**src/rtl/pipo_reg_pkg.sv**
```systemverilog
// Shared defaults for the small storage registers in the datapath.
// Latency: none (constants only).
// Backpressure: none (constants only).
`timescale 1ns/1ps
package pipo_reg_pkg;

    // Default width shared by the holding/staging registers beside the shift registers.
    localparam int PIPO_DEF_WIDTH = 4;

endpackage : pipo_reg_pkg

```
**src/rtl/pipo_reg.sv**
```systemverilog
// Parallel-in/parallel-out holding register: captures dIn when load is high, else holds.
// Latency: one cycle from a load edge to dOut; dOut is driven straight from the flops.
// Backpressure: none; the block is always ready and has no handshake or status outputs.
//
// Ports:
//   clk   - system clock, all state changes on the rising edge
//   nRst  - synchronous active-low reset, loads RST_VAL and overrides load
//   load  - parallel-load enable, sampled on the rising edge
//   dIn   - WIDTH-bit parallel data input
//   dOut  - WIDTH-bit registered parallel data output
`timescale 1ns/1ps
module pipo_reg
    import pipo_reg_pkg::*;
#(
    parameter int               WIDTH   = PIPO_DEF_WIDTH,
    parameter logic [WIDTH-1:0] RST_VAL = '0
) (
    input  logic             clk,
    input  logic             nRst,
    input  logic             load,
    input  logic [WIDTH-1:0] dIn,
    output logic [WIDTH-1:0] dOut
);

    // Reset is sampled only on the clock edge, so a low pulse between edges is
    // invisible, and reset wins over a simultaneous load.
    always_ff @(posedge clk) begin
        if (!nRst) begin
            dOut <= RST_VAL;
        end else if (load) begin
            dOut <= dIn;
        end
    end

endmodule : pipo_reg

```
**config.mk**
```make
export PLATFORM = sky130hd
export DESIGN_NAME = pipo_reg
export DESIGN_NICKNAME = d
export VERILOG_FILES = /design/src/rtl/pipo_reg_pkg.sv /design/src/rtl/pipo_reg.sv
export SDC_FILE = /design/constraint.sdc
export NUM_CORES = 1
export LEC_CHECK = 0
export CAP_MARGIN = 10
export CORE_AREA = 4 4 41 43
export DETAILED_ROUTE_END_ITERATION = 8
export DIE_AREA = 0 0 45 47
export GPL_TIMING_DRIVEN = 1
export SYNTH_ARGS = -nofsm -noshare
export SYNTH_HDL_FRONTEND = slang
export SYNTH_SLANG_ARGS = --single-unit
```
**constraint.sdc**
```tcl
create_clock -name clk -period 1.1 [get_ports clk]
set_input_delay 0.11 -clock clk [delete_from_list [all_inputs] [get_ports clk]]
set_output_delay 0.11 -clock clk [all_outputs]
set_load 0.02 [all_outputs]
```
==> results.yml, run 1 <==
critical_path:
  cp_slowest_stage_delay_ns: 0.33
  reg2reg_slack_ns: 0.50
  timing.critical_path.from: "dOut[1]"
  worstSetupPathType: "flip-flop to primary output"
  timing.rr.start: "dOut[1]"
  cp_top_family: "buffers and inverters"
  crit_path_end_kind: "primary output"
  crit_slowest_cell: "dlygate4sd2_1"
  path_max_fanout: 2
  worstPathArrival_ns: 0.88
  worstSetupStartpointType: "flip-flop"
  cp_data_required_time_ns: 0.99
  cp_num_buf_inv: 1
  worstPathCellList: "dlygate4sd2_1"
placement:
  placedInstanceArea_um2: 264.0
  gp_congestion: 0.6006
  place.port_buffers: 10
  dp_worst_setup_slack_ns: -0.02828
cells_and_area:
  registers.top_by_ff_count: "dOut"
  final_common_cell: "clkdlybuf4s50_1"
  largest_register_ff_count: 4
  antenna_cells: 0
  design_area_um2: 281.5
  n_fill_cell: 154
  areaGrowthSynthToFinish_pct: 80.00
  nNetsFinal: 34
  most-common-layout-cells: "6 x clkdlybuf4s50_1, 4 x mux2i_1, 4 x nor2b_1, 4 x dfxtp_1, 4 x dlygate4sd2_1"
  drive_gt1_frac: 0.1200
  reg_top3: "dOut (4)"
grt:
  grt_pass1_wl_um: 579
  grt-ovfl-total: 0
  number_of_antenna_violations_at_the_first_check_in_global_routing: 0
  global_route.usage.total: 0.04739
  grt_start_max_net_pins: 5
  grt_pass1_vias: 143
synth:
  syn_area_um2: 156.4
  yosysTopAreaCell: "dfxtp_1"
  count_of_warnings_emitted_by_yosys: 0
  yosysSeqAreaShare: 0.5120
  postSynthCellCount: 13
  synthDistinctLibCells: 4
  ys_top_cells_by_area: "dfxtp_1 51%, mux2i_1 26%, nor2b_1 16%, buf_6 7.2%"
  yosys_register_bits: 4
  postSynthNetCount: 20
  synthesis.area_per_instance_um2: 12.03
  yosysTopAreaCellShare: 0.5120
power_and_ir_drop:
  net-switching-power_uw: 82.62
  total_leakage_power_uw: 0.0001299
  p_comb_frac: 0.158
  cellPowerDensity_nw_per_um2: 1406
  pwr-share-seq: 0.400
  power_switching_share: 0.2087
  clock_power_share: 0.442
  p_int_uw: 313.3
  pnr_total_power_uw: 395.9
  vdd_ir_drop_max_uv: 218.3
floorplan:
  die_area_um2: 2115
  initial_core_util: 0.1202
  num_rows: 13
  pin_count: 11
  dieWidth_um: 45
  die-height_um: 47
  floorplan.core_area_um2: 1301
outcome:
  outcome: "completed"
clock_network:
  cts.reportedPaths.clkPinSlew_ns: 0.03
  cts_hold_buffers_added: 0
  tritoncts: "yes"
  numCtsBuffers: 3
  h_tree_levels: 1
  root_buffer: "clkbuf_4"
  clock_tree.buffer_depth: 2
  clk_latency_ns: 0.23
  cts.sink_count: 4
timing:
  fin_skew_ns: 0
  setup_tns_ns: 0
  final.min_clock_period_ns: 0.9921
  fin_ws_ns: 0.1079
  grt_setup_unrepaired: "no"
  max_slew_margin: 0.8410
  worst_pin_slew_ns: 0.2377
  timing.final.crit_share: 0.9019
  hold_viol_final: 0
  slew_viol_final: 0
  worst_hold_slack_ns: 0.5119
  achievable-frequency_mhz: 1008
  setup-violations-final: 0
drt:
  route.detailed.vias_per_inst: 3.125
  drt-total-wl_um: 365
  antenna_violating_nets_remaining: 0
  routed-via-count: 125
  drc_errors: 0
  routed_wire_length_per_instance_um: 9.125
  drt_pass1_iterations: 1
  dr.first_iter.drc_count: 0
run:
  cap_violations: 0
hold_path:
  hold_path.class: "flip-flop to flip-flop"
  worst_hold_startpoint: "dOut[2]"
-- final timing paths --
| kind | cells after the start | to |
|---|---|---|
| worst min-delay path | 2 | dOut[2] |
| worst max-delay path | 1 | dOut[1] |
| worst min register to register | 2 | dOut[2] |
| worst max register to register | 2 | dOut[1] |
-- cells by family after synthesis --
family / Yosys count / share of synthesized area
buf+inv: 1 / 0.07199
flops: 4 / 0.5120
mux: 4 / 0.2560
simple gates: 4 / 0.1600
-- cell type report --
cell class | instances | area, µm² | share of cell area
Timing Repair Buffer | 10 | 95.09 | 0.3378
Tap cell | 15 | 18.77 | 0.06667
Sequential cell | 4 | 80.08 | 0.2844
Clock buffer | 3 | 22.52 | 0.08000
Multi-Input combinational cell | 8 | 65.06 | 0.2311
-- power groups by stage --
stage	clock, µW	combinational, µW	sequential, µW
after floorplan	0	20.6	171
after global placement	0	68.9	161
after detailed placement	0	69.2	161
after CTS	188	63.5	159
after global routing	194	67.4	160
final	175	62.5	158
-- repair_timing --
| item | 4_1_cts | 5_1_grt |
|---|---|---|
| buffers inserted | 0 | 0 |
| resized for setup | 4 | 0 |
| endpoints found under the setup margin | 4 | 0 |
-- through the flow --
step,instances,utilization
2_1_floorplan,13,-
3_3_place_gp,37,0.2029
3_5_place_dp,37,0.2029
4_1_cts,40,0.2163
5_1_grt,40,0.2163
6_report,40,0.2163
-- synthesized netlist by cell type (all sizes together) --
library cell / number
buf: 1
dfxtp: 4
mux2i: 4
nor2b: 4
-- per-layer routing --
metal	vias up	routed length, µm	global-route usage	share of wire
met4	0	0	0.07018	0
met5	-	0	0	0
met2	11	111	0.03955	0.30
met3	0	83	0.04598	0.23
met1	48	169	0.05000	0.46
li1	66	-	-	-
(Power assumes the default switching activity.)
==> run 2: changes to the inputs <==
Clock period 1.1 ns to 1.2 ns, I/O delays scaled along.
==> run 2 against run 1 <==
Compared with the run above: critical endpoint is now dOut[3]; global-route usage did not move; critical path depth did not move; sequential share of layout area did not move; via count rose by 7.2%; non-clock buffer count did not move; register-to-register slack improved by 0.10 ns; wire length rose by 13%; critical path type unchanged.
==> results.yml, run 2 (synthesis results as in run 1) <==
cells_and_area:
  nNetsFinal: 34
  drive_gt1_frac: 0.1200
  areaGrowthSynthToFinish_pct: 80.00
  reg_top3: "dOut (4)"
  most-common-layout-cells: "6 x clkdlybuf4s50_1, 4 x mux2i_1, 4 x nor2b_1, 4 x dfxtp_1, 4 x dlygate4sd2_1"
  antenna_cells: 0
  registers.top_by_ff_count: "dOut"
  design_area_um2: 281.5
  instances_no_fill: 40
  largest_register_ff_count: 4
  final_common_cell: "clkdlybuf4s50_1"
critical_path:
  timing.rr.start: "dOut[1]"
  path_max_fanout: 2
  critical_path_cell_count: 1
  cp_data_required_time_ns: 1.08
  crit_slowest_cell: "dlygate4sd2_1"
  reg2reg_slack_ns: 0.60
  worstSetupStartpointType: "flip-flop"
  worstSetupPathType: "flip-flop to primary output"
  reg2regPathDepth: 2
  crit_path_end_kind: "primary output"
  timing.critical_path.from: "dOut[3]"
  worstPathArrival_ns: 0.91
  worstPathCellList: "dlygate4sd2_1"
  cp_top_family: "buffers and inverters"
  cp_slowest_stage_delay_ns: 0.35
  reg2reg_to: "dOut[1]"
  endpoint: "dOut[3]"
  cp_num_buf_inv: 1
clock_network:
  clock_tree.buffer_depth: 2
  clk_latency_ns: 0.23
  h_tree_levels: 1
  cts_hold_buffers_added: 0
  post_cts_resize_count: 4
  numCtsBuffers: 3
  cts.reportedPaths.clkPinSlew_ns: 0.04
  cts.sink_count: 4
  root_buffer: "clkbuf_4"
  tritoncts: "yes"
  post_cts_buffers: 0
power_and_ir_drop:
  vdd_ir_drop_max_uv: 275.3
  pnr_total_power_uw: 365.3
  cellPowerDensity_nw_per_um2: 1298
  total_leakage_power_uw: 0.0001299
drt:
  routed-via-count: 134
  dr.max_layer_used: "met3"
  drc_errors: 0
  drt_pass1_iterations: 2
  met1Wirelength_um: 200
  route.detailed.vias_per_inst: 3.350
  routed_wire_length_per_instance_um: 10.28
  detailroute.wirelength.met3_um: 109
  dr.first_iter.drc_count: 3
  routed-wl-met2_um: 101
  antenna_violating_nets_remaining: 0
  drt-total-wl_um: 411
timing:
  hold_viol_final: 0
  setup_tns_ns: 0
  max_slew_margin: 0.8399
  slew_viol_final: 0
  grt_setup_unrepaired: "no"
  final.min_clock_period_ns: 1.027
  fin_skew_ns: 0
  fin_ws_ns: 0.1725
  timing.final.crit_share: 0.8562
  setup-violations-final: 0
  achievable-frequency_mhz: 973.3
  worst_pin_slew_ns: 0.2394
placement:
  placedInstanceArea_um2: 264.0
  placedCellCount: 37
  gp_congestion: 0.6164
  place.port_buffers: 10
  dp_worst_setup_slack_ns: 0.07336
grt:
  grt_pass1_wl_um: 634
  grt_start_max_net_pins: 5
  grt-ovfl-total: 0
  global_route.usage.total: 0.04739
  grt_pass1_vias: 148
  number_of_antenna_violations_at_the_first_check_in_global_routing: 0
floorplan:
  die-height_um: 47
  dieWidth_um: 45
  num_rows: 13
  die_area_um2: 2115
  initial_core_util: 0.1202
  floorplan.core_area_um2: 1301
  pin_count: 11
outcome:
  outcome: "completed"
run:
  cap_violations: 0
hold_path:
  hold_path.class: "flip-flop to flip-flop"
## run 2: cell counts in the layout (fill, tap and decap cells not counted)
No cell type changed its count.
## run 2: metal layers
metal	vias to the layer above	global-route usage
li1	66	-
met1	57	0.06364
met2	11	0.03672
met3	0	0.03831
met4	0	0.05263
met5	-	0
## run 2: where the power goes
group | internal [µW] | leakage [µW] | switching (µW)
clock network | 112 | 0.0000138 | 50.0
registers | 142 | 0.0000330 | 3.98
logic | 33.9 | 0.0000830 | 24.0
## run 2: how the worst min path moves through the flow
stage             from      end  slack [ns]  cells past startpoint
4_1_cts        dOut[3]  dOut[3]        0.52                      2
3_3_place_gp   dOut[2]  dOut[2]        0.51                      2
6_report       dOut[2]  dOut[2]        0.52                      2
3_5_place_dp   dOut[3]  dOut[3]        0.51                      2
2_1_floorplan     nRst  dOut[0]        0.25                      1
5_1_grt         dIn[1]  dOut[1]        0.56                      3
## run 2: stage by stage
step | util | hold WS (ns)
2_1_floorplan | - | 0.2482
3_3_place_gp | 0.2029 | 0.5095
3_5_place_dp | 0.2029 | 0.5147
4_1_cts | 0.2163 | 0.5217
5_1_grt | 0.2163 | 0.5628
6_report | 0.2163 | 0.5185
## run 2: cell type report
class                           count  area [µm²]
Fill cell                         150        1020
Sequential cell                     4       80.08
Timing Repair Buffer               10       95.09
Multi-Input combinational cell      8       65.06
Clock buffer                        3       22.52
Tap cell                           15       18.77
==> run 3: changes to the inputs <==
Settings changed: CORE_AREA 4 4 41 43 to 2 2 39 41, DIE_AREA 0 0 45 47 to 0 0 41 43.
==> run 3 against run 2 <==
Compared with the run above: setup slack better by 0.024 ns; non-clock buffer count is the same; global-route usage rose by 1.1 points; via count up 0.75%; final area grew 0.44%; count of clock-buffer cells in the layout stayed put; maximum frequency increased by 2.4%; die area is 17% lower; clock skew is the same; register-to-register slack about the same; critical path type unchanged; highest routed layer unchanged.
==> results.yml, run 3 (synthesis results as in run 1) <==
outcome:
  outcome: "completed"
timing:
  worst_pin_slew_ns: 0.2355
  fin_skew_ns: 0
  final.min_clock_period_ns: 1.003
  achievable-frequency_mhz: 996.5
  max_slew_margin: 0.8425
  slew_viol_final: 0
  setup-violations-final: 0
  hold_viol_final: 0
  setup_tns_ns: 0
  worst_hold_slack_ns: 0.5076
  grt_setup_unrepaired: "no"
  timing.final.crit_share: 0.8362
  fin_ws_ns: 0.1965
grt:
  grt_pass1_vias: 151
  grt_pass1_wl_um: 524
  grt_use_met2: 0.05313
  grt_util_met3: 0.07330
  global_route.usage.total: 0.05823
  global_route.usage.met1: 0.04823
  busiest_layer: "met4"
  grt_start_max_net_pins: 5
  number_of_antenna_violations_at_the_first_check_in_global_routing: 0
  grt-ovfl-total: 0
placement:
  place.port_buffers: 10
  gp_congestion: 0.5454
  placedInstanceArea_um2: 265.3
  dp_worst_setup_slack_ns: 0.04986
  hpwl_dp_um: 292.8
floorplan:
  die_area_um2: 1763
  die-height_um: 43
  pin_count: 11
  dieWidth_um: 41
  initial_core_util: 0.1130
  floorplan.core_area_um2: 1384
  num_rows: 14
run:
  cap_violations: 0
cells_and_area:
  final_common_cell: "clkdlybuf4s50_1"
  most-common-layout-cells: "6 x clkdlybuf4s50_1, 4 x mux2i_1, 4 x nor2b_1, 4 x dfxtp_1, 4 x dlygate4sd2_1"
  largest_register_ff_count: 4
  design_area_um2: 282.8
  antenna_cells: 0
  nNetsFinal: 34
  n_fill_cell: 163
  final_core_utilization: 0.2043
  registers.top_by_ff_count: "dOut"
  drive_gt1_frac: 0.1200
  reg_top3: "dOut (4)"
  multiInputGateArea_um2: 65.06
  footprint_of_the_flip_flops_and_latches_um2: 80.08
  areaGrowthSynthToFinish_pct: 80.80
critical_path:
  critical_path_cell_count: 1
  worstSetupStartpointType: "flip-flop"
  worstSetupPathType: "flip-flop to primary output"
  path_max_fanout: 2
  reg2regPathDepth: 2
  cp_top_family: "buffers and inverters"
  crit_path_end_kind: "primary output"
  reg2reg_slack_ns: 0.59
  cp_slowest_stage_delay_ns: 0.33
  worstPathCellList: "dlygate4sd2_1"
  cp_data_required_time_ns: 1.08
  crit_slowest_cell: "dlygate4sd2_1"
  cp_num_buf_inv: 1
  worstPathArrival_ns: 0.88
drt:
  antenna_violating_nets_remaining: 0
  dr.first_iter.drc_count: 0
  route.detailed.vias_per_inst: 3.293
  drt_pass1_iterations: 1
  drc_errors: 0
  drt-total-wl_um: 364
  routed_wire_length_per_instance_um: 8.878
  routed-via-count: 135
clock_network:
  numCtsBuffers: 3
  cts.reportedPaths.clkPinSlew_ns: 0.04
  h_tree_levels: 1
  clk_latency_ns: 0.23
  cts.sink_count: 4
  tritoncts: "yes"
  cts_hold_buffers_added: 0
  post_cts_resize_count: 4
  post_cts_buffers: 0
  clock_tree.buffer_depth: 2
  root_buffer: "clkbuf_4"
power_and_ir_drop:
  vdd_ir_drop_max_uv: 207.0
  p_comb_frac: 0.158
  p_int_uw: 287.2
  clock_power_share: 0.442
  cellPowerDensity_nw_per_um2: 1284
  net-switching-power_uw: 75.96
  pwr-share-seq: 0.400
  total_leakage_power_uw: 0.0001299
  power_switching_share: 0.2092
hold_path:
  min_delay_path_depth: 2
  hold_path.class: "flip-flop to flip-flop"
run 3: cell counts in the layout (fill, tap and decap cells not counted):
No cell type changed its count.
run 3: power groups by stage:
stage          Combinational [µW]  Sequential [µW]  Clock, µW
4_1_cts                      58.4              145        171
6_report                     57.2              145        161
5_1_grt                      62.7              146        181
2_1_floorplan                18.9              157          0
3_5_place_dp                 63.5              148          0
3_3_place_gp                 63.0              147          0
run 3: layout make-up:
cell class / count / share of cell area
Multi-Input combinational cell: 8 / 0.2301
Clock buffer: 3 / 0.07965
Tap cell: 16 / 0.07080
Sequential cell: 4 / 0.2832
Timing Repair Buffer: 10 / 0.3363
run 3: path summary, 6_finish.rpt:
check	startpoint	to
worst max-delay path	dOut[3]	dOut[3]
worst min-delay path	dOut[0]	dOut[0]
worst max register to register	dOut[1]	dOut[1]
worst min register to register	dOut[0]	dOut[0]
run 3: routing by layer:
| metal | share of wire | vias to the layer above |
|---|---|---|
| met5 | 0 | - |
| met4 | 0 | 0 |
| met3 | 0.24 | 0 |
| met2 | 0.37 | 11 |
| met1 | 0.38 | 58 |
| li1 | - | 66 |
run 3: per-stage QoR:
step / power (µW) / cells
after floorplan: 176.0 / 13
after CTS: 374.8 / 41
after detailed placement: 211.3 / 38
after global routing: 390.3 / 41
after global placement: 210.3 / 38
final: 363.2 / 41
